`src/rtl/oled_phase_scheduler.sv`:
```
// OLED display-path sequencer: init, clear, glyphs, periodic numbers.
// Owns the single IIC frame writer and gates write_done per phase.
module oled_phase_scheduler #(
  parameter int REFRESH_CYCLES = 5_000_000,
  parameter int TIMEOUT_CYCLES = 1_000_000,
  parameter bit AUTO_START     = 1'b1
) (
  input  logic        sys_clk,
  input  logic        rst_n,
  input  logic        start,
  input  logic        force_refresh,
  output logic        init_req,
  input  logic [23:0] init_data,
  input  logic        init_finish,
  output logic        clear_req,
  input  logic [23:0] clear_data,
  input  logic        clear_finish,
  output logic        font_req,
  input  logic [23:0] font_data,
  input  logic        font_finish,
  output logic        num_req,
  input  logic [23:0] num_data,
  input  logic        num_finish,
  output logic        init_done,
  output logic        clear_done,
  output logic        font_done,
  output logic        num_done,
  output logic        iic_wr_req,
  output logic [23:0] iic_wr_data,
  input  logic        iic_write_done,
  output logic        busy,
  output logic [2:0]  phase,
  output logic        err
);

  localparam int RW = $clog2(REFRESH_CYCLES);
  localparam int WW = $clog2(TIMEOUT_CYCLES);
  localparam logic [RW-1:0] REF_TC =
    RW'(REFRESH_CYCLES - 1);
  localparam logic [WW-1:0] WDT_TC =
    WW'(TIMEOUT_CYCLES - 1);

  typedef enum logic [2:0] {
    S_IDLE  = 3'd0,
    S_INIT  = 3'd1,
    S_CLEAR = 3'd2,
    S_FONT  = 3'd3,
    S_NUM   = 3'd4,
    S_HOLD  = 3'd5,
    S_GAP   = 3'd6
  } state_t;

  state_t        r_state;
  state_t        r_gap_nxt;
  state_t        w_nxt;
  logic          r_init_req;
  logic          r_clear_req;
  logic          r_font_req;
  logic          r_num_req;
  logic          r_wr_req;
  logic          r_busy;
  logic          r_err;
  logic [RW-1:0] r_ref;
  logic [WW-1:0] r_wdt;
  logic          w_active;
  logic          w_fin;
  logic          w_wdt_hit;
  logic          w_to;
  logic [23:0]   w_data;

  function automatic state_t succ(input state_t s);
    case (s)
      S_INIT:  succ = S_CLEAR;
      S_CLEAR: succ = S_FONT;
      S_FONT:  succ = S_NUM;
      default: succ = S_HOLD;
    endcase
  endfunction

  always_comb begin
    w_fin    = 1'b0;
    w_data   = '0;
    w_active = 1'b1;
    unique case (r_state)
      S_INIT: begin
        w_fin  = init_finish;
        w_data = init_data;
      end
      S_CLEAR: begin
        w_fin  = clear_finish;
        w_data = clear_data;
      end
      S_FONT: begin
        w_fin  = font_finish;
        w_data = font_data;
      end
      S_NUM: begin
        w_fin  = num_finish;
        w_data = num_data;
      end
      default: w_active = 1'b0;
    endcase
  end

  assign w_wdt_hit = w_active && !iic_write_done &&
                     (r_wdt == WDT_TC);

  always_comb begin
    w_nxt = r_state;
    w_to  = 1'b0;
    unique case (r_state)
      S_IDLE:
        if (AUTO_START || start) w_nxt = S_INIT;
      S_INIT, S_CLEAR, S_FONT, S_NUM:
        if (w_fin) begin
          w_nxt = S_GAP;
        end else if (w_wdt_hit) begin
          w_nxt = S_GAP;
          w_to  = 1'b1;
        end
      S_HOLD:
        if (force_refresh || r_ref == REF_TC)
          w_nxt = S_NUM;
      S_GAP:   w_nxt = r_gap_nxt;
      default: w_nxt = S_IDLE;
    endcase
  end

  always_ff @(posedge sys_clk or negedge rst_n) begin
    if (!rst_n) begin
      r_state     <= S_IDLE;
      r_gap_nxt   <= S_INIT;
      r_init_req  <= 1'b0;
      r_clear_req <= 1'b0;
      r_font_req  <= 1'b0;
      r_num_req   <= 1'b0;
      r_wr_req    <= 1'b0;
      r_busy      <= 1'b0;
      r_err       <= 1'b0;
      r_ref       <= '0;
      r_wdt       <= '0;
    end else begin
      r_state     <= w_nxt;
      r_init_req  <= (w_nxt == S_INIT);
      r_clear_req <= (w_nxt == S_CLEAR);
      r_font_req  <= (w_nxt == S_FONT);
      r_num_req   <= (w_nxt == S_NUM);
      r_wr_req    <= (w_nxt == S_INIT) ||
                     (w_nxt == S_CLEAR) ||
                     (w_nxt == S_FONT) ||
                     (w_nxt == S_NUM);
      r_busy      <= !((w_nxt == S_IDLE) ||
                       (w_nxt == S_HOLD));
      if (w_to) r_err <= 1'b1;
      // A watchdog expiry restarts the panel from init
      if (w_nxt == S_GAP && r_state != S_GAP)
        r_gap_nxt <= w_to ? S_INIT : succ(r_state);
      if (w_nxt != r_state || iic_write_done)
        r_wdt <= '0;
      else if (w_active && r_wdt != WDT_TC)
        r_wdt <= r_wdt + WW'(1);
      if (w_nxt != r_state)
        r_ref <= '0;
      else if (r_state == S_HOLD && r_ref != REF_TC)
        r_ref <= r_ref + RW'(1);
    end
  end

  assign init_req    = r_init_req;
  assign clear_req   = r_clear_req;
  assign font_req    = r_font_req;
  assign num_req     = r_num_req;
  assign iic_wr_req  = r_wr_req;
  assign iic_wr_data = w_data;
  assign busy        = r_busy;
  assign err         = r_err;
  assign phase       = r_state;

  assign init_done  = iic_write_done && (r_state == S_INIT);
  assign clear_done = iic_write_done && (r_state == S_CLEAR);
  assign font_done  = iic_write_done && (r_state == S_FONT);
  assign num_done   = iic_write_done && (r_state == S_NUM);

endmodule
```
`config.mk`:
```
export PLATFORM = sky130hd
export DESIGN_NAME = oled_phase_scheduler
export DESIGN_NICKNAME = d
export VERILOG_FILES = /design/src/rtl/oled_phase_scheduler.sv
export SDC_FILE = /design/constraint.sdc
export NUM_CORES = 1
export LEC_CHECK = 0
export ABC_AREA = 1
export CAP_MARGIN = 20
export CORE_AREA = 2 2 116 73
export CTS_BUF_LIST = sky130_fd_sc_hd__clkbuf_8
export DETAILED_ROUTE_END_ITERATION = 10
export DIE_AREA = 0 0 118 75
export PLACE_DENSITY = 0.95
export SLEW_MARGIN = 20
export SYNTH_ARGS = -nofsm -noshare
export SYNTH_HDL_FRONTEND = slang
export SYNTH_SLANG_ARGS = --single-unit
```
`constraint.sdc`:
```
create_clock -name sys_clk -period 4.7 [get_ports sys_clk]
set_clock_uncertainty 0.2 [all_clocks]
set_input_delay 0.47 -clock sys_clk [delete_from_list [all_inputs] [get_ports sys_clk]]
set_output_delay 0.47 -clock sys_clk [all_outputs]
set_load 0.005 [all_outputs]
```
Word level (Yosys, flattened, before mapping)
Index checks and enable logic that the tools add are counted.
Storage, ports and cells
  register bits after elaboration: 56
  bits of input ports: 105
  output and inout port bits: 38
  logic and storage cells: 69
Operators by class
  $add $sub $neg: 2
  eq/ne operators: 18
  muxes and demuxes: 16
  reductions and logical operators: 22
Operator list (count)
  one-hot mux 24 bit (4 select lines): 1
  two-way mux 23 bit: 2
  two-way mux 20 bit: 2
  adder 23 x 1 -> 23 bit, second input constant: 1
  == test 23 bit, second input constant: 1
  != test 23 bit, second input constant: 1
  adder 20 x 1 -> 20 bit, second input constant: 1
  == test 20 bit, second input constant: 1
  != test 20 bit, second input constant: 1
  == test 3 bit, second input constant: 6
  == test 3 x 2 -> 1 bit, second input constant: 4
  two-way mux 3 bit: 4
  one-hot mux 3 bit (4 select lines): 1
  logical AND 1 bit: 9
  one-hot mux 3 bit (3 select lines): 1
  == test 3 x 1 -> 1 bit, second input constant: 2
  logical NOT 3 bit: 2
  logical OR 1 bit: 6
  two-way mux 1 bit: 4
  one-hot mux 1 bit (4 select lines): 1
  nonzero test 2 bit: 2
  OR reduction 4 bit: 1
  != test 3 bit: 1
  != test 3 bit, second input constant: 1
  logical NOT 1 bit: 2

Longest topological paths before layout
Gate-level depths: netlist of the first run.
  depth after elaboration: 12
  depth in mapped cells: 15
  gate-level depth less buffers: 14

Worst setup path before layout of the first run
No wires, ideal clock.
  kind: reg2out
  from: reg r_state[0], in the netlist phase[0]
  to: out iic_wr_data[13]
  arrival: 1.478 ns
  data required time: 4.030 ns
  slack: 2.552 ns
  stages on the path, launching flop included: 7
  buffers on the path: 2
  cells stage by stage: dfrtp_1 inv_2 nor2_2 clkbuf_1 clkbuf_1 nand3_1 nand4_1
Between the ends
  word-level cells in the longest chain between the ends: 2
  elaborated cells on any way between the ends: 5
  classes of those cells: eq/ne (4); mux (1)
RTL lines
  start: declaration: RTL line 53  | state_t r_state;
  start signal: assignment: RTL line 143  | r_state <= w_nxt;
  == test 3 bit (tied with other cells): RTL line 84  | unique case (r_state)
  one-hot mux 24 bit (4 select lines) (*): RTL line 84
  end: declaration: RTL line 29  | output logic [23:0] iic_wr_data,
Every way passes the cells marked *; elsewhere a longest branch is shown, timed or not.

Worst setup path after layout of the first run
  from: reg r_state[1], in the netlist phase[1]
  to: reg r_wdt[4]
Between the ends
  word-level cells in the longest chain between the ends: 11
  elaborated cells on any way between the ends: 21
  classes of those cells: eq/ne (7); mux (7); reduce/logical (7)
RTL lines
  == test 3 x 1 -> 1 bit (tied with other cells): RTL line 84, 111
  OR reduction 4 bit (no line)
  two-way mux 1 bit: RTL line 84
  logical AND 1 bit (2 in series): RTL line 105  | assign w_wdt_hit = w_active && !iic_write_done &&
  two-way mux 3 bit: RTL line 117  | end else if (w_wdt_hit) begin
  two-way mux 3 bit: RTL line 115  | if (w_fin) begin
  one-hot mux 3 bit (4 select lines) (*): RTL line 111  | unique case (r_state)
  via w_nxt[2]: RTL line 55  | state_t w_nxt;
  != test 3 bit (*): RTL line 158  | if (w_nxt != r_state || iic_write_done)
  logical OR 1 bit (*): RTL line 158
  two-way mux 20 bit or nonzero test 2 bit (tied branches)
  end signal: assignment: RTL line 161  | r_wdt <= r_wdt + WW'(1);
  end: declaration: RTL line 64  | logic [WW-1:0] r_wdt;
The timed path passes the listed nets; every way through them passes the cells marked *.
A chain may end at the register's enable or synchronous reset.

==> reports/results.tsv, run 1 <==
stage	metric	value	unit
outcome	status	finished clean	
timing	finalSetupViolCount	0	
worst_hold_path	holdCritPathClass	input port to async pin	
placed_design	dpl.cell_count	780	
timing	grt_setup_unrepaired	no	
worst_setup_path	path_cells	buf_4 -> nor2_2 -> inv_2 -> nor2_4 -> nor2_4 -> nor2_2 -> nand2_1 -> nand2_2 -> nand2_2 -> nand2_4 -> nand2_1 -> nand2_1 -> inv_2 -> nand3_1 -> nor2_1	
grt	first_global_vias	4056	
floorplanning	fp-row-count	25	
drt	via_per_inst	5.65	
synth	synthDistinctLibCells	33	
clocking	cts_tree	built	
clocking	cts_hold_buf	0	
power	p_int	1.30	mW
power	post-layout-total-power	2.37	mW
timing	fin_ws	1180	ps
grt	grt_pass1_wl	20000	um
worst_setup_path	reg2reg_slack	1180	ps
cells_and_area	fill_cells	604	
floorplanning	core-area	0.00773	mm^2
worst_setup_path	crit_path_frequent_cell	nand2_1	
worst_setup_path	slowest_stage	nand3_1	
timing	setup-tns-final	0	ps
worst_setup_path	worst-path-stages	15	
floorplanning	io_pins	143	
power	powerDensity	438	mW/mm^2
timing	hold_viol_final	0	
timing	maxSlewViolCount	0	
synth	synth_warnings	0	
worst_setup_path	crit_arrival	3500	ps
power	p_switching	1.07	mW
worst_setup_path	start_kind	flop	
power	power_frac_seq	25.5	%
clocking	ctsResizeCount	0	
synth	yosysSeqAreaShare	36.7	%
job	cap_violations	0	
grt	antenna_found_initial	0	
synth	syn_area	0.00383	mm^2
worst_setup_path	cp-startpoint	phase[1]	
power	p_leak	2.17	nW
synth	synthCells	550	
clocking	clk_pin_slew	100	ps
floorplanning	fp.dieH	75	um
clocking	cts_setup_buffers	0	
drt	via_count	4451	
worst_setup_path	endpoint_kind	flop	
worst_setup_path	required	4680	ps
clocking	numCtsBuffers	5	
worst_setup_path	max_stage_delay	580	ps
cells_and_area	diodes	0	
placed_design	dp_slack	1260	ps
cells_and_area	drive_gt1_share	5.15	%
power	swShare	45.2	%
grt	track_usage	28.4	%
synth	ys_seq_elements	56	
drt	firstDrtPassIters	6	
drt	wl_per_cell	16.9	um
drt	route.detailed.drc	0	
synth	yosysTopAreaCell	dfrtp_1	
cells_and_area	area_delta_synth_final	41.5	%
placed_design	dp_hpwl	9820	um
synth	avgSynthCellArea	6.96	um^2
placed_design	gp_congestion	0.943	
timing	tightest_slew	786	ps
synth	syn_nets	657	
clocking	cts_num_sinks	56	
floorplanning	die_w	118	um
floorplanning	start_util	49.5	%
worst_setup_path	crit_fanout	25	
synth	synth_area_leaders	dfrtp_1 (36%), nand3_1 (13%), nand2_1 (10%), nor2_1 (8.3%), xor2_1 (6.2%)	
grt	overflow	0	
worst_setup_path	crit_buf_inv	3	
drt	drt_wl_total	13300	um
worst_setup_path	crit_type	flop to flop	
timing	fin_crit	3520	ps
cells_and_area	finalNetCount	786	
worst_setup_path	worstReg2RegEnd	r_wdt[4]	
timing	finalCritPeriodShare	74.8	%
power	peakVddDrop	423	uV
timing	max_freq	284	MHz
drt	drt_iter0_markers	559	
worst_setup_path	endpoint	r_wdt[4]	
cells_and_area	layout.cells.non_filler	788	
clocking	cts-root-buf	clkbuf_8	
clocking	cts_buffer_depth	2	
power	p_comb_share	60.1	%
clocking	htreeDepth	2	
timing	hold_ws	68.7	ps
worst_setup_path	cp_top_family	simple AND/OR/NAND/NOR gates	
synth	synth_top_area_share	36.0	%
worst_setup_path	reg2reg_depth	15	
grt	grt_max_degree	57	
power	clkPwrFrac	14.4	%
timing	relSlewSlack	47.4	%
placed_design	portBuffers	141	
drt	postRouteAntennaNets	0	
worst_setup_path	r2r_start	phase[1]	
floorplanning	die-area	0.00885	mm^2
clocking	clock_latency	320	ps
[cell usage after synthesis]
cell / n
nand2_1: 106
nor3_1: 15
nor2_4: 3
nor2_1: 85
nor3_2: 1
nand4_1: 36
inv_2: 5
nand2_2: 4
nand3b_1: 3
dfrtp_1: 55
o21a_1: 1
o21ai_1: 1
o22ai_1: 1
nor3b_1: 1
buf_1: 3
nand2_4: 1
ha_1: 2
dfstp_2: 1
xor2_1: 27
a21oi_1: 8
inv_1: 43
o21ai_0: 6
nand3_1: 100
a22oi_1: 1
buf_4: 5
buf_2: 3
and3b_1: 1
nor4_1: 5
xnor2_1: 6
o211ai_1: 1
clkbuf_1: 13
o21bai_1: 1
nor2_2: 6
[power groups by stage]
stage	Clock (mW)	Sequential [mW]	Combinational, mW
5_1_grt	0.360	0.612	1.54
6_report	0.341	0.606	1.43
3_3_place_gp	0	0.608	1.35
2_1_floorplan	0	0.588	0.815
4_1_cts	0.343	0.603	1.40
3_5_place_dp	0	0.609	1.39
[state kept, by name, summed over array words and instances (netlist names), 3 cells and up]
| name | count |
|---|---|
| phase | 3 |
| r_gap_nxt | 3 |
| r_wdt | 20 |
| r_ref | 23 |
[placed cells by master, fill, tap and decap left out, types with 8 or more instances in the layout]
master	instances
inv_1	43
xor2_1	27
nand3_1	100
nor2_1	85
a21oi_1	8
nand4_1	36
clkdlybuf4s50_1	140
nor3_1	15
dfrtp_1	55
nand2_1	106
[stage by stage]
stage	instance area [um^2]	utilization (%)
4_1_cts	5410	70.1
2_1_floorplan	3830	-
6_report	5410	70.1
5_1_grt	5410	70.1
3_5_place_dp	5290	68.5
3_3_place_gp	5290	68.5
[cell families (layout without fill, tap and decap cells)]
kind of cell	after synthesis	after routing	share of synthesized area, %
AND/OR/NAND/NOR	367	367	44.6
XOR/XNOR	33	33	7.55
buffers and inverters	72	202	7.65
flip-flops	56	56	36.7
adder cells (fa/ha/maj)	2	2	0.654
AO/OA/AOI/OAI	20	20	2.91
[routing by layer]
layer / vias to the layer above / wire, um / GRT usage (%)
li1: 2076 / - / -
met1: 2048 / 5410 / 38.2
met2: 273 / 6440 / 47.3
met3: 54 / 1120 / 5.61
met4: 0 / 368 / 9.77
met5: - / 0 / 0
[cell type report]
type                       instances  area [um^2]  share of cell area, %
clock buffer                       6         82.6                   1.53
clock inverter                     2         38.8                  0.716
timing repair buffer             146         1440                   26.7
inverter                          48          180                   3.33
sequential                        56         1400                   25.9
tap                              108          135                   2.50
multi-input combinational        422         2130                   39.4
[worst min-delay path by stage]
stage | end | depth (start not counted) | from
after floorplan | busy | 0 | rst_n
after global placement | r_gap_nxt[0] | 2 | r_gap_nxt[0]
after detailed placement | r_gap_nxt[0] | 2 | r_gap_nxt[0]
after CTS | r_ref[12] | 2 | rst_n
after global routing | r_ref[12] | 2 | rst_n
final | r_ref[16] | 2 | rst_n
(Power assumes the default switching activity.)
==> run 2: changes to the inputs <==
--- a/config.mk
+++ b/config.mk
@@ -7,11 +7,11 @@
 export LEC_CHECK = 0
 export ABC_AREA = 1
 export CAP_MARGIN = 20
-export CORE_AREA = 2 2 116 73
+export CORE_AREA = 2 2 121 76
 export CTS_BUF_LIST = sky130_fd_sc_hd__clkbuf_8
 export DETAILED_ROUTE_END_ITERATION = 10
-export DIE_AREA = 0 0 118 75
-export PLACE_DENSITY = 0.95
+export DIE_AREA = 0 0 123 78
+export PLACE_DENSITY = 0.89
 export SLEW_MARGIN = 20
 export SYNTH_ARGS = -nofsm -noshare
 export SYNTH_HDL_FRONTEND = slang
==> constraint.sdc (replaced) <==
create_clock -name sys_clk -period 3.39 [get_ports sys_clk]
set_clock_uncertainty 0.2 [all_clocks]
set_input_delay 0.339 -clock sys_clk [delete_from_list [all_inputs] [get_ports sys_clk]]
set_output_delay 0.339 -clock sys_clk [all_outputs]
set_load 0.005 [all_outputs]
==> reports/results.tsv, run 2 (synthesis results as in run 1) <==
stage	metric	value	unit	change
outcome	status	finished clean		unchanged
cells_and_area	layout_commonest_cell	clkdlybuf4s50_1		unchanged
timing	tightest_slew	602	ps	was 786 ps
clocking	cts_num_sinks	56		unchanged
cells_and_area	largest_reg_flops	23		unchanged
timing	relSlewSlack	59.8	%	was 47.4%
power	clkPwrFrac	13.6	%	was 14.4%
power	p_int	1.84	mW	was 1.30 mW
drt	firstDrtPassIters	5		was 6
worst_hold_path	holdCritPathClass	flop to flop		was input port to async pin
cells_and_area	mostFrequentLayoutCells	clkdlybuf4s50_1 (140), nand2_1 (106), nand3_1 (100), nor2_1 (85), dfrtp_1 (55)		unchanged
worst_setup_path	crit_arrival	2610	ps	was 3500 ps
worst_setup_path	max_stage_delay	600	ps	was 580 ps
power	p_switching	1.51	mW	was 1.07 mW
worst_setup_path	start_kind	flop		unchanged
timing	finalCritPeriodShare	92.9	%	
grt	first_global_vias	4213		was 4,056
grt	grt_max_degree	34		was 57
placed_design	portBuffers	141		unchanged
clocking	cts_hold_buf	1		was 0
placed_design	dp_slack	600	ps	was 1260 ps
floorplanning	die_w	123	um	was 118 um
floorplanning	io_pins	143		unchanged
job	cap_violations	0		unchanged
power	swShare	45.1	%	was 45.2%
timing	maxSlewViolCount	0		unchanged
drt	via_per_inst	5.54		was 5.65
cells_and_area	regMostFlops	r_ref		unchanged
placed_design	dp_hpwl	10100	um	was 9820 um
drt	via_count	4419		was 4,451
power	powerDensity	613	mW/mm^2	was 438 mW/mm^2
grt	overflow	0		unchanged
cells_and_area	finalNetCount	792		was 786
worst_setup_path	required	2850	ps	was 4680 ps
clocking	ctsResizeCount	0		unchanged
cells_and_area	diodes	0		unchanged
drt	route.detailed.drc	0		unchanged
clocking	cts-root-buf	clkbuf_8		unchanged
clocking	cts_setup_buffers	0		unchanged
timing	max_freq	318	MHz	
worst_setup_path	crit_fanout	18		was 25
timing	fin_crit	3150	ps	
worst_setup_path	crit_type	flop to output pin		was flop to flop
timing	fin_ws	242	ps	was 1180 ps
timing	setup-tns-final	0	ps	unchanged
cells_and_area	area_delta_synth_final	43.0	%	was 41.5%
drt	postRouteAntennaNets	0		unchanged
grt	track_usage	27.1	%	was 28.4%
floorplanning	die-area	0.00959	mm^2	was 0.00885 mm^2
clocking	cts_tree	built		unchanged
power	post-layout-total-power	3.35	mW	was 2.37 mW
floorplanning	start_util	45.6	%	was 49.5%
worst_setup_path	slowest_stage	dfrtp_1		was nand3_1
worst_setup_path	cp_top_family	buffers and inverters		was simple AND/OR/NAND/NOR gates
clocking	clock_latency	330	ps	was 320 ps
cells_and_area	drive_gt1_share	5.83	%	was 5.15%
floorplanning	fp.dieH	78	um	was 75 um
timing	hold_viol_final	0		unchanged
placed_design	gp_congestion	1.00		was 0.943
clocking	htreeDepth	2		unchanged
worst_setup_path	reg2reg_slack	510	ps	was 1180 ps
grt	grt_pass1_wl	20500	um	was 20,000 um
power	peakVddDrop	465	uV	was 423 uV
floorplanning	core-area	0.00839	mm^2	was 0.00773 mm^2
power	p_leak	2.20	nW	was 2.17 nW
power	power_frac_seq	25.0	%	was 25.5%
worst_setup_path	endpoint_kind	output pin		was flop
clocking	clk_pin_slew	100	ps	about the same
cells_and_area	top_regs	r_ref: 23 flops, r_wdt: 20 flops		unchanged
drt	drt_wl_total	13100	um	was 13,300 um
worst_setup_path	crit_buf_inv	3		unchanged
drt	drt_iter0_markers	429		was 559
grt	antenna_found_initial	0		unchanged
worst_setup_path	path_cells	inv_2 -> nor2_2 -> buf_4 -> nand3_1 -> nand4_1 -> clkdlybuf4s50_1		was buf_4 -> nor2_2 -> inv_2 -> nor2_4 -> nor2_4 -> nor2_2 -> nand2_1 -> nand2_2 -> nand2_2 -> nand2_4 -> nand2_1 -> nand2_1 -> inv_2 -> nand3_1 -> nor2_1
clocking	cts_buffer_depth	2		unchanged
timing	finalSetupViolCount	0		unchanged
floorplanning	fp-row-count	26		was 25
timing	grt_setup_unrepaired	no		unchanged
drt	wl_per_cell	16.4	um	was 16.9 um
power	p_comb_share	61.4	%	was 60.1%
clocking	numCtsBuffers	5		unchanged
==> run 2: stage by stage <==
step	cells	utilization, %	cell area (um^2)	hold WS (ps)
after floorplan	550	-	3830	-157
after global placement	789	63.7	5350	139
after detailed placement	789	63.7	5350	143
after CTS	798	65.2	5470	293
after global routing	798	65.2	5470	318
final	798	65.2	5470	293
==> run 2: power groups by stage <==
stage                     clock (mW)  sequential [mW]  combinational, mW
final                          0.457            0.838               2.06
after global routing           0.489            0.846               2.24
after CTS                      0.468            0.835               2.03
after detailed placement           0            0.844               2.02
after global placement             0            0.845               1.94
after floorplan                    0            0.816               1.13
==> run 2: final timing paths <==
check,end,cells past startpoint,from
setup / recovery,iic_wr_data[1],6,phase[0]
hold / removal,err,2,err
setup reg to reg,r_ref[1],13,phase[2]
hold reg to reg,err,2,err
max in group asynchronous,init_req,3,rst_n
min in group asynchronous,r_wdt[10],2,rst_n
==> run 2: area by class of cell <==
class	instances	area, um^2
Timing Repair Buffer	152	1500
Fill cell	747	2920
Clock inverter	3	46.3
Inverter	48	180
Multi-Input combinational cell	422	2130
Clock buffer	5	68.8
Tap cell	112	140
Sequential cell	56	1400
==> run 2: worst reg2reg max path: stages, from the launching register on <==
cell	delay, ps
dfrtp_1	540
inv_2	520
nor2_4	120
nor2_4	140
nor2_2	50
nand2_1	160
nand2_2	110
nand2_2	120
nand2_4	90
nand2_1	80
nand2_1	70
inv_2	60
nand2_2	270
a21oi_1	260
==> run 2: layer usage <==
metal / global-route usage [%] / part of all wire (%)
met1: 35.5 / 42
met2: 45.0 / 49
met3: 6.25 / 6.3
met4: 6.82 / 1.9
met5: 0 / 0
